==> src/rtl/mem_access_ctrl.sv <==
// -----------------------------------------------------------------------------
// mem_access_ctrl
//
// Memory-stage data-bus sequencer. Accepts one load/store per handshake,
// places store data and byte strobes on the proper lanes, runs the two-phase
// data-bus transaction (address accepted, then data returned), and returns
// load data extracted from the bus word and sign/zero-extended to 64 bits.
// This block is the only driver of the core's data-bus request port.
//
// Configuration macro:
//   MEM_MISALIGN_TRAP_EN  defined   : misaligned accesses are not issued to the
//                                     bus; they complete at once with resp_err=1.
//                         undefined : no alignment check; the address is
//                                     aligned down to the access size and
//                                     resp_err is tied to 0.
//
// Ports:
//   clk, reset         core clock; synchronous active-low reset (0 = reset)
//   req_valid/ready    pipeline handshake (ready only in IDLE and not flushing)
//   req_addr/wdata     byte address, right-aligned store data
//   req_msize          0=1B 1=2B 2=4B 3=8B
//   req_is_store       1=store 0=load
//   req_sign_ext       loads: 1=sign-extend 0=zero-extend
//   flush              kill the in-flight access's response
//   resp_valid         one-cycle completion pulse
//   resp_rdata         extended load data (0 for stores and errors)
//   resp_err           misaligned access, qualified by resp_valid
//   dreq_*             bus request: valid, addr, size, strobe, lane-placed data
//   dresp_addr_ok      bus accepted the address
//   dresp_data_ok      bus finished; dresp_data valid this cycle
//   dresp_data         raw 64-bit read word
// -----------------------------------------------------------------------------
module mem_access_ctrl (
  input  logic        clk,
  input  logic        reset,
  input  logic        req_valid,
  output logic        req_ready,
  input  logic [63:0] req_addr,
  input  logic [63:0] req_wdata,
  input  logic [1:0]  req_msize,
  input  logic        req_is_store,
  input  logic        req_sign_ext,
  input  logic        flush,
  output logic        resp_valid,
  output logic [63:0] resp_rdata,
  output logic        resp_err,
  output logic        dreq_valid,
  output logic [63:0] dreq_addr,
  output logic [2:0]  dreq_size,
  output logic [7:0]  dreq_strobe,
  output logic [63:0] dreq_data,
  input  logic        dresp_addr_ok,
  input  logic        dresp_data_ok,
  input  logic [63:0] dresp_data
);

  typedef enum logic [1:0] {IDLE, ADDR, DATA, RESP} state_t;

  state_t state_q, state_d;

  // Latched request, already lane-placed so the bus side sees stable values.
  logic [63:0] addr_q;
  logic [63:0] wdata_q;
  logic [7:0]  strobe_q;
  logic [1:0]  msize_q;
  logic        is_store_q;
  logic        sign_ext_q;
  logic        kill_q;
  logic [63:0] rdata_q;

  // ---------------------------------------------------------------------------
  // Request decode (only meaningful while IDLE)
  // ---------------------------------------------------------------------------
  logic        accept;
  logic        accept_err;
  logic [2:0]  lo_mask;     // address bits that must be zero for this size
  logic [7:0]  byte_mask;   // right-aligned strobe for this size
  logic [63:0] issue_addr;
  logic [2:0]  issue_k;

  assign accept = (state_q == IDLE) && req_valid && !flush;

  // NOTE: every signal written in an always_comb gets a default first, so no
  // path leaves it unassigned and no latch is inferred.
  always_comb begin
    lo_mask   = 3'b000;
    byte_mask = 8'h01;
    unique case (req_msize)
      2'd0: begin lo_mask = 3'b000; byte_mask = 8'h01; end
      2'd1: begin lo_mask = 3'b001; byte_mask = 8'h03; end
      2'd2: begin lo_mask = 3'b011; byte_mask = 8'h0f; end
      2'd3: begin lo_mask = 3'b111; byte_mask = 8'hff; end
    endcase
  end

`ifdef MEM_MISALIGN_TRAP_EN
  assign issue_addr = req_addr;
  assign accept_err = |(req_addr[2:0] & lo_mask);
`else
  // Misaligned requests are silently snapped to their natural slot.
  assign issue_addr = {req_addr[63:3], req_addr[2:0] & ~lo_mask};
  assign accept_err = 1'b0;
`endif

  assign issue_k = issue_addr[2:0];

  // ---------------------------------------------------------------------------
  // Load extraction from the raw bus word
  // ---------------------------------------------------------------------------
  logic [63:0] rd_shifted;
  logic [63:0] rd_ext;

  assign rd_shifted = dresp_data >> {addr_q[2:0], 3'b000};

  always_comb begin
    rd_ext = 64'd0;
    unique case (msize_q)
      2'd0: rd_ext = {{56{sign_ext_q & rd_shifted[7]}},  rd_shifted[7:0]};
      2'd1: rd_ext = {{48{sign_ext_q & rd_shifted[15]}}, rd_shifted[15:0]};
      2'd2: rd_ext = {{32{sign_ext_q & rd_shifted[31]}}, rd_shifted[31:0]};
      2'd3: rd_ext = rd_shifted;
    endcase
  end

  logic capture;
  assign capture = ((state_q == ADDR) && dresp_addr_ok && dresp_data_ok) ||
                   ((state_q == DATA) && dresp_data_ok);

  // ---------------------------------------------------------------------------
  // FSM
  // ---------------------------------------------------------------------------
  // NOTE: sequential state uses non-blocking assignments so every register
  // samples its inputs from the same edge, independent of statement order.
  always_ff @(posedge clk) begin
    if (!reset) state_q <= IDLE;
    else        state_q <= state_d;
  end

  always_comb begin
    state_d = state_q;
    unique case (state_q)
      IDLE: if (accept) state_d = accept_err ? RESP : ADDR;
      ADDR: begin
        if (dresp_addr_ok && dresp_data_ok) state_d = RESP;
        else if (dresp_addr_ok)             state_d = DATA;
      end
      DATA: if (dresp_data_ok) state_d = RESP;
      RESP: state_d = IDLE;
    endcase
  end

  // ---------------------------------------------------------------------------
  // Datapath registers
  // ---------------------------------------------------------------------------
  always_ff @(posedge clk) begin
    if (!reset) begin
      addr_q     <= '0;
      wdata_q    <= '0;
      strobe_q   <= '0;
      msize_q    <= '0;
      is_store_q <= 1'b0;
      sign_ext_q <= 1'b0;
      kill_q     <= 1'b0;
      rdata_q    <= '0;
    end else begin
      if (accept) begin
        addr_q     <= issue_addr;
        wdata_q    <= req_wdata << {issue_k, 3'b000};
        strobe_q   <= req_is_store ? (byte_mask << issue_k) : 8'h00;
        msize_q    <= req_msize;
        is_store_q <= req_is_store;
        sign_ext_q <= req_sign_ext;
        kill_q     <= 1'b0;
        rdata_q    <= '0;   // stays 0 for stores and trapped accesses
      end else begin
        // A flushed bus access still completes; only its response is dropped.
        if (flush && (state_q == ADDR || state_q == DATA)) kill_q <= 1'b1;
        if (capture) rdata_q <= is_store_q ? 64'd0 : rd_ext;
      end
    end
  end

`ifdef MEM_MISALIGN_TRAP_EN
  logic err_q;
  always_ff @(posedge clk) begin
    if (!reset)      err_q <= 1'b0;
    else if (accept) err_q <= accept_err;
  end
`endif

  // ---------------------------------------------------------------------------
  // Outputs: decoded from state and latched registers only
  // ---------------------------------------------------------------------------
  always_comb begin
    req_ready   = (state_q == IDLE) && !flush;
    resp_valid  = (state_q == RESP) && !kill_q && !flush;
    dreq_valid  = (state_q == ADDR);
    resp_rdata  = resp_valid ? rdata_q : 64'd0;
    dreq_addr   = dreq_valid ? addr_q : 64'd0;
    dreq_size   = dreq_valid ? {1'b0, msize_q} : 3'd0;
    dreq_strobe = dreq_valid ? strobe_q : 8'h00;
    dreq_data   = dreq_valid ? wdata_q : 64'd0;
`ifdef MEM_MISALIGN_TRAP_EN
    resp_err    = resp_valid && err_q;
`else
    resp_err    = 1'b0;
`endif
  end

endmodule
==> config.mk <==
export PLATFORM = sky130hd
export DESIGN_NAME = mem_access_ctrl
export DESIGN_NICKNAME = d
export VERILOG_FILES = /design/src/rtl/mem_access_ctrl.sv
export SDC_FILE = /design/constraint.sdc
export NUM_CORES = 1
export LEC_CHECK = 0
export CAP_MARGIN = 15
export CORE_MARGIN = 3
export CORE_UTILIZATION = 46
export CTS_CLUSTER_SIZE = 12
export DETAILED_ROUTE_END_ITERATION = 8
export PLACE_DENSITY = 0.84
export SETUP_SLACK_MARGIN = 0.4
export SLEW_MARGIN = 10
export SYNTH_ARGS = -nofsm -noshare
export SYNTH_HDL_FRONTEND = slang
export SYNTH_SLANG_ARGS = --single-unit
==> constraint.sdc <==
create_clock -name clk -period 2.4 [get_ports clk]
set_input_delay 0.6 -clock clk [delete_from_list [all_inputs] [get_ports clk]]
set_output_delay 0.6 -clock clk [all_outputs]
set_load 0.01 [all_outputs]
# After elaboration in Yosys (flattened, before gate mapping)
# Cells that the tools add are included.
# totals
regBits,207
word_cells,64
input_bits,202
output_inout_bits,207
# classes
muxes,15
n_bitwise,6
n_reduce_logical,19
shifts,3
eq_ne,12
# op_table
operator,count
two-way mux 64 bit,4
case mux 64 bit (4 select lines),1
left shift 64 x 6 -> 64 bit,1
>> shifter 64 x 6 -> 64 bit,1
case mux 8 bit (4 select lines),1
two-way mux 8 bit,2
equality test 2 bit (second input constant),6
case mux 3 bit (4 select lines),1
logical AND 1 bit,10
two-way mux 2 bit,5
case mux 2 bit (4 select lines),1
left shift 8 x 3 -> 8 bit,1
equality test 2 x 1 -> 1 bit (second input constant),3
zero test 2 bit,3
!= test 2 bit (second input constant),2
AND 1 bit,3
AND 3 bit,1
!= test 3 x 1 -> 1 bit (second input constant),1
NOT 3 bit,1
AND reduction 3 bit,1
zero test 1 bit,2
logical OR 1 bit,2
OR reduction 2 bit,1
NOT 1 bit,1

# Logic depth before layout (Yosys ltp)
# Gate-level depths: netlist (run 1).
# logic_depth
ltp_word,6
mapped_depth,9
mapped_depth_nobuf,7

# Worst setup path after synthesis (run 1)
# OpenSTA, ideal clock, no wires.
# synth_timing
path_type,input port to flip-flop
start,in req_msize[1]
end,reg wdata_q[32]
path_slack_ns,0.219
n_path_buf,3
setup_time_ns,0.128
required_ns,2.272
cell_stages,8
t_arrival_ns,2.053
cell_sequence,buf_2 nor3b_1 buf_2 buf_2 mux2i_1 mux2i_1 a222oi_1 nor2_1
# synth_via
elab_chain_len,5
word_cells_on_any_way,8
classes_between,eq/ne: 3; shift: 1; mux: 1; bitwise: 2; reduce/logical: 1
# synth_rtl
element,line_no,rtl
"start, declared",40,"input logic [1:0] req_msize,"
equality test 2 bit (tied with other cells),88,unique case (req_msize)
case mux 3 bit (4 select lines) *,88,
NOT 3 bit *,101,"assign issue_addr = {req_addr[63:3], req_addr[2:0] & ~lo_mask};"
AND 3 bit *,101,
left shift 64 x 6 -> 64 bit *,168,"wdata_q <= req_wdata << {issue_k, 3'b000};"
"end signal, assigned",168,
"end, declared",63,logic [63:0] wdata_q;
# Every way passes the cells marked *; elsewhere a longest branch is shown, timed or not.
# A chain may end at the register's enable or synchronous reset.

# Worst setup path in the final report (run 1)
# layout_timing
start,reg state_q[1]
end,out resp_rdata[56]
# layout_via
elab_chain_len,4
# layout_rtl
element,line_no,rtl
"start, declared",59,"state_t state_q, state_d;"
"start signal, assigned",136,else state_q <= state_d;
equality test 2 bit,196,resp_valid = (state_q == RESP) && !kill_q && !flush;
logical AND 1 bit (2 in series),196,
two-way mux 64 bit,198,resp_rdata = resp_valid ? rdata_q : 64'd0;
"end, declared",45,"output logic [63:0] resp_rdata,"
# No other way between the ends.

==> results of run 1 <==
stage by stage:
| step | power (uW) | utilization | cell area (um2) | std cells |
|---|---|---|---|---|
| 6_report | 13500 | 0.786 | 19800 | 2309 |
| 5_1_grt | 13900 | 0.786 | 19800 | 2308 |
| 4_1_cts | 13100 | 0.767 | 19400 | 2295 |
| 3_5_place_dp | 7420 | 0.675 | 17100 | 2198 |
| 3_3_place_gp | 7360 | 0.675 | 17100 | 2198 |
| 2_1_floorplan | 5690 | - | 11900 | 1462 |
logic make-up (layout without fill, tap and decap cells):
group,count (synthesis),count (layout),share of synthesized area
AO/OA/AOI/OAI,350,350,0.203
adder cells (fa/ha/maj),5,5,0.00527
buffers and inverters,136,647,0.0483
flip-flops,207,207,0.349
multiplexers,157,157,0.149
other,1,8,0.000316
AND/OR/NAND/NOR,605,605,0.245
final cells by class:
| type | instances | area (um2) |
|---|---|---|
| diodes | 6 | 15.0 |
| clock buffers | 31 | 677 |
| clock inverters | 6 | 96.3 |
| fillers | 1616 | 5410 |
| inverters | 9 | 38.8 |
| multi-input cells | 1119 | 7750 |
| flip-flops and latches | 207 | 4160 |
| well taps | 330 | 413 |
| repair buffers | 601 | 6690 |
layer usage:
layer  GRT usage  vias to the layer above  wire length [um]
met3      0.0902                      262              5950
met5           0                        -                 0
li1            -                     6084                 -
met4       0.213                        0              3980
met1       0.443                     6798             20100
met2       0.653                     1020             27300
sequential cells by signal, indices dropped and copies added (netlist names):
name	cells
rdata_q	64
strobe_q	8
wdata_q	64
kill_q	1
is_store_q	1
addr_q	64
sign_ext_q	1
msize_q	2
state_q	2
synth_stat cells (all sizes together) (9+ instances only):
library cell	instances
a31oi	15
nand2	295
a22oi	43
mux2	21
dfxtp	207
a22o	21
clkbuf	89
a21boi	52
and2	206
mux4	14
o21ai	83
nor2	62
o22ai	13
and3	13
a222oi	9
o31ai	10
mux2i	122
a21oi	55
buf	38
final timing paths:
path	startpoint	to	depth (start not counted)
hold reg to reg	rdata_q[37]	rdata_q[37]	2
hold / removal	reset	state_q[1]	2
setup / recovery	state_q[1]	resp_rdata[56]	8
setup reg to reg	state_q[1]	rdata_q[62]	12
critical path, delay by kind of cell (launching register included):
family | cells | cell delay [ps]
AND/OR/NAND/NOR | 2 | 380
adder cells (fa/ha/maj) | 1 | 150
flip-flops | 1 | 380
buffers and inverters | 5 | 620
timing repair:
item,4_1_cts,5_1_grt
gates cloned,24,1
buffers inserted,36,7
setup endpoints to repair,370,410
endpoints found under the hold margin,0,0
pin swaps,90,37
resized for setup,1176,108
power groups by stage:
stage	Clock (uW)	Sequential (uW)	Combinational, uW
after CTS	3700	3960	5410
after floorplan	0	3920	1770
after global placement	0	3990	3380
after detailed placement	0	3990	3430
final	3710	3990	5800
after global routing	3850	4010	6040
==> run metrics, run 1 <==
DR vias 14,200; Final Cycle Share 1.11; Slew Limit Fails 0; P_int 9030 uW; Routed WL 57,400 um; WP data arrival 2080 ps; most frequent cells in the layout nand2_1, dfxtp_1, clkdlybuf4s50_1; VDD IR max 0.591 mV; Worst setup EP type primary output; post-synth top area share 0.349; Detailed Route Iter0 Violations 1,817; Post-Synthesis Cell Area 11,900 um2; via/cell ratio 6.13; CTS tree yes; clk buf depth 3; ratio of cells with drive above 1 in the final layout 0.351; CP required 1800 ps; Slew @ Worst Pin 631 ps; switch share 0.331; Worst slew margin 0.578; WS Path Type register to primary output; number of synthesized register bits 207; worst-skew pair later-pin latency 540 ps; commonest non-fill, non-tap cell in the layout nand2_1; CTS Root Buffer Type clkbuf_16; row count 58; DR WL/cell 24.8 um; antenna violations before repair 5; Setup Viol. Count Final 247; RSZ-0062 raised after global routing yes; Mapped Cells 1,461; Clock power frac 0.274; ANT nets after route 0; die height 167 um; Mapped Avg Cell Area 8.13 um2; GRT Total Usage 0.383; sequential share of the synthesized area 0.349; Hold Worst Slack 412 ps; main area contributors after synthesis dfxtp_1, and2_1, mux2i_1; min cycle time layout 2680 ps; pre-CTS WS -504 ps; vias in the first global route 14,200; Cell variety after synth 58; status finished, violations left; Final Worst Setup Slack -276 ps; Die W 167 um; final hold viol count 0; routability cong. 1.01; # H-tree levels 1; crit start category register; Psw 4470 uW; max_cap viols 0; leakage 0.00814 uW; Flop pwr share 0.296; combinational fraction of design power 0.430; grt total ovfl 0; clock-pin slew on the worst setup and hold paths 60 ps; # port buffers 406; slowest library cell on the worst path dfxtp_4; largest area contributor in the netlist dfxtp_1; HPWL after detailed placement 37,100 um; Core Footprint 25,300 um2; FMAX 374 MHz; total CTS buffers 24; Hold Buf Count CTS 0; DR pass1 iterations 6; number of synthesized flops with an enable pin 0; # DRC 0; failing checks negative setup slack; nets 2,169; Ys Warns 0; largest net degree at the start of global routing 68; Initial Util 0.470; worst-path fanout max 8; Async S/R FF share, synth 0; area growth from synthesis to layout 67.1%; CTS sink cnt 207; Worst Clk Skew 17.4 ps; CP max stage delay 380 ps; Fin Setup TNS -32,990 ps; R2R setup slack -110 ps; # IOs 409; critical-path cell list ha_4, nor3b_4, buf_12, buf_12, buf_6, buf_16, and2_4, buf_6; Worst Hold Class input pin to register; first-pass GRT wire length 84,400 um; Die Area 27,800 um2; ys flop type dfxtp_1; ratio of total power to cell area 681 nW/um2
No activity file was read; power rests on OpenSTA's default activity.
==> run 2, diff against run 1 <==
--- a/config.mk
+++ b/config.mk
@@ -6,6 +6,7 @@
 export NUM_CORES = 1
 export LEC_CHECK = 0
 export CAP_MARGIN = 15
+export CORE_ASPECT_RATIO = 1.75
 export CORE_MARGIN = 3
 export CORE_UTILIZATION = 46
 export CTS_CLUSTER_SIZE = 12
==> run metrics, run 2 (same netlist as run 1, synthesis figures left out) <==
Worst Clk Skew 8.51 ps (-8.94 ps); most frequent CP cell buf_6; Routed WL 58,600 um (+2.1%); pre-CTS WS -485 ps (+18.8 ps); Reg area 4160 um2 (about the same); critical-path cell list ha_4, nor3b_4, buf_6, clkbuf_16, and2_4, buf_6; ANT nets after route 0 (unchanged); # port buffers 406 (unchanged); HPWL after detailed placement 39,200 um (+5.7%); Hold Buf Count CTS 0 (unchanged); CTS tree yes; RR Startpoint state_q[0]; fill count 1,718 (+6.3%); clock-pin slew on the worst setup and hold paths 60 ps (about the same); Worst Hold Class register to register; Setup Viol. Count Final 151 (-39%); CTS sink cnt 207 (unchanged); CTS Root Buffer Type clkbuf_16; DR pass1 iterations 9 (+3); die height 219 um (+31%); nets 2,186 (+0.78%); vias in the first global route 13,400 (-5.1%); clk buf depth 3 (unchanged); Die Area 27,800 um2 (+0.27%); RSZ-0062 raised after global routing yes; R2R setup slack 10 ps (+120 ps); footprint of the multi-input gates 7800 um2 (+0.61%); Crit Reg-Reg Endpoint rdata_q[35]; Min-Delay Endpoint wdata_q[19]; hold_sp wdata_q[19]; first-pass GRT wire length 78,100 um (-7.5%); DP Area 17,200 um2 (+0.90%); # DRC 0 (unchanged); Top Metal Used met5; grt total ovfl 0 (unchanged); Worst setup EP type primary output; WP data arrival 1960 ps (-120 ps); WS Path Type register to primary output; area growth from synthesis to layout 65.1%; most frequent cells in the layout nand2_1, dfxtp_1, clkdlybuf4s50_1; final hold viol count 0 (unchanged); worst-path fanout max 8 (unchanged); R2R cell count 12 (unchanged); min cycle time layout 2560 ps (-117 ps); commonest non-fill, non-tap cell in the layout nand2_1; total CTS buffers 22 (-8.3%); ratio of total power to cell area 649 nW/um2 (-4.7%); Die W 127 um (-24%); leakage 0.00817 uW (+0.42%); Core Footprint 25,300 um2 (+0.33%); Slew Limit Fails 0 (unchanged); fin area 19,600 um2 (-1.2%); CP max stage delay 370 ps (about the same); antenna violations before repair 4 (-1); slowest library cell on the worst path dfxtp_4; # IOs 409 (unchanged); worst-skew pair later-pin latency 510 ps (-30 ps); Hold Crit Depth 2 (unchanged); VDD IR max 0.582 mV (-1.5%); Slew @ Worst Pin 644 ps (+12.5 ps); largest net degree at the start of global routing 50 (-26%); row count 77 (+33%); crit start category register; Initial Util 0.469 (-0.00156); DR vias 14,000 (-1.1%); Detailed Route Iter0 Violations 1,148 (-37%); CP required 1800 ps (about the same); Final Worst Setup Slack -159 ps (+117 ps); Fin Setup TNS -14,120 ps (+18,880 ps); final core utilization 0.774 (-0.0118); GRT Total Usage 0.363 (-0.0202); met3 WL 4800 um (-19%); routability cong. 1.04 (+3.1%); Worst slew margin 0.571 (-0.00681); Final Cycle Share 1.07 (-0.0486); via/cell ratio 6.08 (-0.91%); FMAX 391 MHz (+4.6%); max_cap viols 0 (unchanged); # H-tree levels 1 (unchanged); ratio of cells with drive above 1 in the final layout 0.350 (-0.00164); met2 routed WL 29,200 um (+6.9%); failing checks negative setup slack; DR WL/cell 25.4 um (+2.3%); status finished, violations left; wl on met1 18,500 um (-8.0%); biggest regs addr_q: 64 flops, rdata_q: 64 flops, wdata_q: 64 flops
[run 2: cell types whose count changed in the layout (fill, tap and decap cells not counted), sizes merged]
cell,before,now
clkinv,3,2
clkdlybuf4s15,9,0
inv,8,7
dlymetal6s2s,0,3
diode,6,1
clkinvlp,2,1
buf,390,380
clkdlybuf4s50,199,196
dlygate4sd2,2,1
clkbuf,32,69
bufinv,2,3
[run 2: worst max-delay path: cells and delay by family (launching register included)]
family	cells	cell delay, ps
adders and majority gates	1	130
buffers and inverters	3	540
DFF	1	370
and+or+nand+nor	2	400
[run 2: cell type report]
type	count	area share
flip-flops and latches	207	0.212
clock buffers	29	0.0305
diodes	1	0.000128
inverters	9	0.00191
repair buffers	620	0.333
well taps	316	0.0202
multi-input cells	1119	0.398
clock inverters	4	0.00485
[run 2: how the worst max path moves through the flow]
stage / startpoint / to / slack, ps / cells after the start
after floorplan: req_msize[1] / wdata_q[32] / 390 / 8
after global placement: flush / resp_rdata[1] / -410 / 5
after detailed placement: flush / resp_rdata[13] / -490 / 5
after CTS: state_q[0] / resp_rdata[61] / -190 / 6
after global routing: state_q[0] / resp_rdata[16] / -180 / 6
final: state_q[0] / resp_rdata[16] / -160 / 6
[run 2: where the power goes]
group	switching [uW]	total (uW)	internal (uW)
combinational	2560	5270	2710
clock	1420	3480	2050
sequential	219	3970	3750
total	4200	12700	8520
[run 2: layer usage]
layer	vias to the layer above	GRT usage
li1	6117	-
met1	6603	0.372
met2	965	0.648
met3	320	0.0651
met4	6	0.268
met5	-	0
[run 2: timing repair]
item	in CTS	in global routing
resized for setup	816	405
gates cloned	9	21
buffers inserted	14	21
endpoints found under the setup margin	363	377
pin swaps	4	46
[run 2: per-stage QoR]
step	power [uW]	hold slack, ps	std cells
5_1_grt	13100	480	2305
6_report	12700	445	2305
2_1_floorplan	5690	417	1462
3_3_place_gp	7470	427	2206
4_1_cts	11700	449	2262
3_5_place_dp	7540	437	2206
==> run 3, diff against run 2 <==
--- a/config.mk
+++ b/config.mk
@@ -7,11 +7,12 @@
 export LEC_CHECK = 0
 export CAP_MARGIN = 15
 export CORE_ASPECT_RATIO = 1.75
-export CORE_MARGIN = 3
-export CORE_UTILIZATION = 46
+export CORE_MARGIN = 2
+export CORE_UTILIZATION = 25
 export CTS_CLUSTER_SIZE = 12
 export DETAILED_ROUTE_END_ITERATION = 8
-export PLACE_DENSITY = 0.84
+export PLACE_DENSITY = 0.52
+export RECOVER_POWER = 100
 export SETUP_SLACK_MARGIN = 0.4
 export SLEW_MARGIN = 10
 export SYNTH_ARGS = -nofsm -noshare
==> run metrics, run 3 (same netlist as run 1, synthesis figures left out) <==
DR WL/cell 24.9 um (-1.9%); # H-tree levels 1 (unchanged); clock-pin slew on the worst setup and hold paths 60 ps (about the same); biggest regs addr_q: 64 flops, rdata_q: 64 flops, wdata_q: 64 flops; status finished, violations left; DR pass1 iterations 5 (-4); Worst Hold Class register to register; min cycle time layout 2650 ps (+91.3 ps); failing checks negative setup slack; Fin Setup TNS -26,380 ps (-12,260 ps); Core Footprint 46,900 um2 (+85%); WP data arrival 2050 ps (+90 ps); via/cell ratio 5.11 (-16%); Die Area 49,300 um2 (+77%); worst-skew pair later-pin latency 540 ps (+30 ps); Routed WL 66,100 um (+13%); largest net degree at the start of global routing 50 (unchanged); CP required 1800 ps (about the same); Detailed Route Iter0 Violations 734 (-36%); # IOs 409 (unchanged); # DRC 0 (unchanged); ratio of cells with drive above 1 in the final layout 0.422 (+0.0725); fill count 4,525 (+160%); first-pass GRT wire length 87,000 um (+11%); CTS sink cnt 207 (unchanged); non-filler cells, final 2,652 (+15%); clk buf depth 3 (unchanged); Initial Util 0.253 (-0.215); critical-path cell list ha_4, nor3b_4, buf_4, buf_12, buf_16, buf_12, and2_4, buf_6; # port buffers 406 (unchanged); antenna violations before repair 4 (unchanged); Setup Viol. Count Final 225 (+49%); worst-path fanout max 7 (-1); Worst setup EP type primary output; Final Cycle Share 1.10 (+0.0380); slowest library cell on the worst path dfxtp_2; row count 105 (+36%); placed insts 2,502 (+13%); CP max stage delay 370 ps (about the same); area growth from synthesis to layout 82.5%; DR vias 13,500 (-3.4%); final hold viol count 0 (unchanged); Hold Worst Slack 447 ps (+2.39 ps); WP buf/inv 5 (+2); grt total ovfl 0 (unchanged); routability cong. 0.931 (-11%); vias in the first global route 13,400 (-0.097%); RSZ-0062 raised after global routing yes; Worst slew margin 0.589 (+0.0181); Reg area 4150 um2 (about the same); Slew Limit Fails 0 (unchanged); nets 2,255 (+3.2%); HPWL after detailed placement 44,400 um (+13%); Final Worst Setup Slack -250 ps (-91.3 ps); Die W 169 um (+32%); most frequent cells in the layout nand2_1, buf_6, dfxtp_1; crit start category register; ratio of total power to cell area 660 nW/um2 (+1.8%); FMAX 377 MHz (-3.4%); Slew @ Worst Pin 616 ps (-27.2 ps); Worst Clk Skew 15.4 ps (+6.87 ps); max_cap viols 0 (unchanged); Hold Buf Count CTS 0 (unchanged); WS Path Type register to primary output; ANT nets after route 0 (unchanged); GRT Total Usage 0.238 (-0.125); Power Total 14,300 uW (+13%); most frequent CP cell buf_12; VDD IR max 0.501 mV (-14%); total CTS buffers 24 (+9.1%); CTS tree yes; CTS Root Buffer Type clkbuf_16; footprint of the multi-input gates 8140 um2 (+4.4%); leakage 0.00892 uW (+9.2%); commonest non-fill, non-tap cell in the layout nand2_1; die height 292 um (+34%); family with the most delay on the worst path buffers and inverters
run 3: power breakdown:
group | switching [uW] | internal, uW | total, uW
logic | 3040 | 3500 | 6540
registers | 226 | 3750 | 3970
clock network | 1610 | 2190 | 3800
total | 4870 | 9440 | 14300
run 3: path summary, 6_finish.rpt:
path	from	endpoint	slack, ps	cells past startpoint
setup reg to reg	state_q[0]	rdata_q[56]	-140	13
hold reg to reg	rdata_q[42]	rdata_q[42]	450	2
setup / recovery	state_q[0]	resp_rdata[42]	-250	8
hold / removal	rdata_q[42]	rdata_q[42]	450	2
run 3: area by class of cell:
| cell class | instances | area share |
|---|---|---|
| repair buffers | 687 | 0.361 |
| flip-flops and latches | 207 | 0.192 |
| inverters | 9 | 0.00162 |
| clock buffers | 30 | 0.0311 |
| diodes | 3 | 0.000346 |
| clock inverters | 9 | 0.00479 |
| well taps | 588 | 0.0340 |
| multi-input cells | 1119 | 0.376 |
run 3: per-stage QoR:
step	setup slack (ps)	cell area (um2)	util
after floorplan	392	11900	-
after global placement	-456	17800	0.379
after detailed placement	-491	17800	0.379
after CTS	-241	19400	0.414
after global routing	-329	21700	0.462
final	-250	21700	0.462
run 3: what timing repair did:
| item | in CTS | in global routing |
|---|---|---|
| buffers inserted | 26 | 30 |
| pin swaps | 41 | 147 |
| gates resized for setup | 978 | 512 |
| hold endpoints to repair | 0 | 0 |
| endpoints found under the setup margin | 342 | 390 |
| gates cloned | 17 | 35 |
run 3: worst reg2reg max path, stage by stage (launching register included):
cell and delay (ps):
dfxtp_2 370, buf_6 120, ha_4 210, buf_12 190, buf_8 140, buf_6 100
a21oi_2 50, a2111o_1 320, nor4b_2 240, buf_4 180, o21ai_4 70, buf_6 150
clkbuf_16 180, a22oi_2 150
run 3: metal layers:
layer / up-vias / GRT usage / part of all wire
met4: 2 / 0.156 / 0.089
met3: 198 / 0.0366 / 0.057
met1: 6468 / 0.227 / 0.31
met5: - / 0 / 0.00020
li1: 6249 / - / -
met2: 622 / 0.462 / 0.54
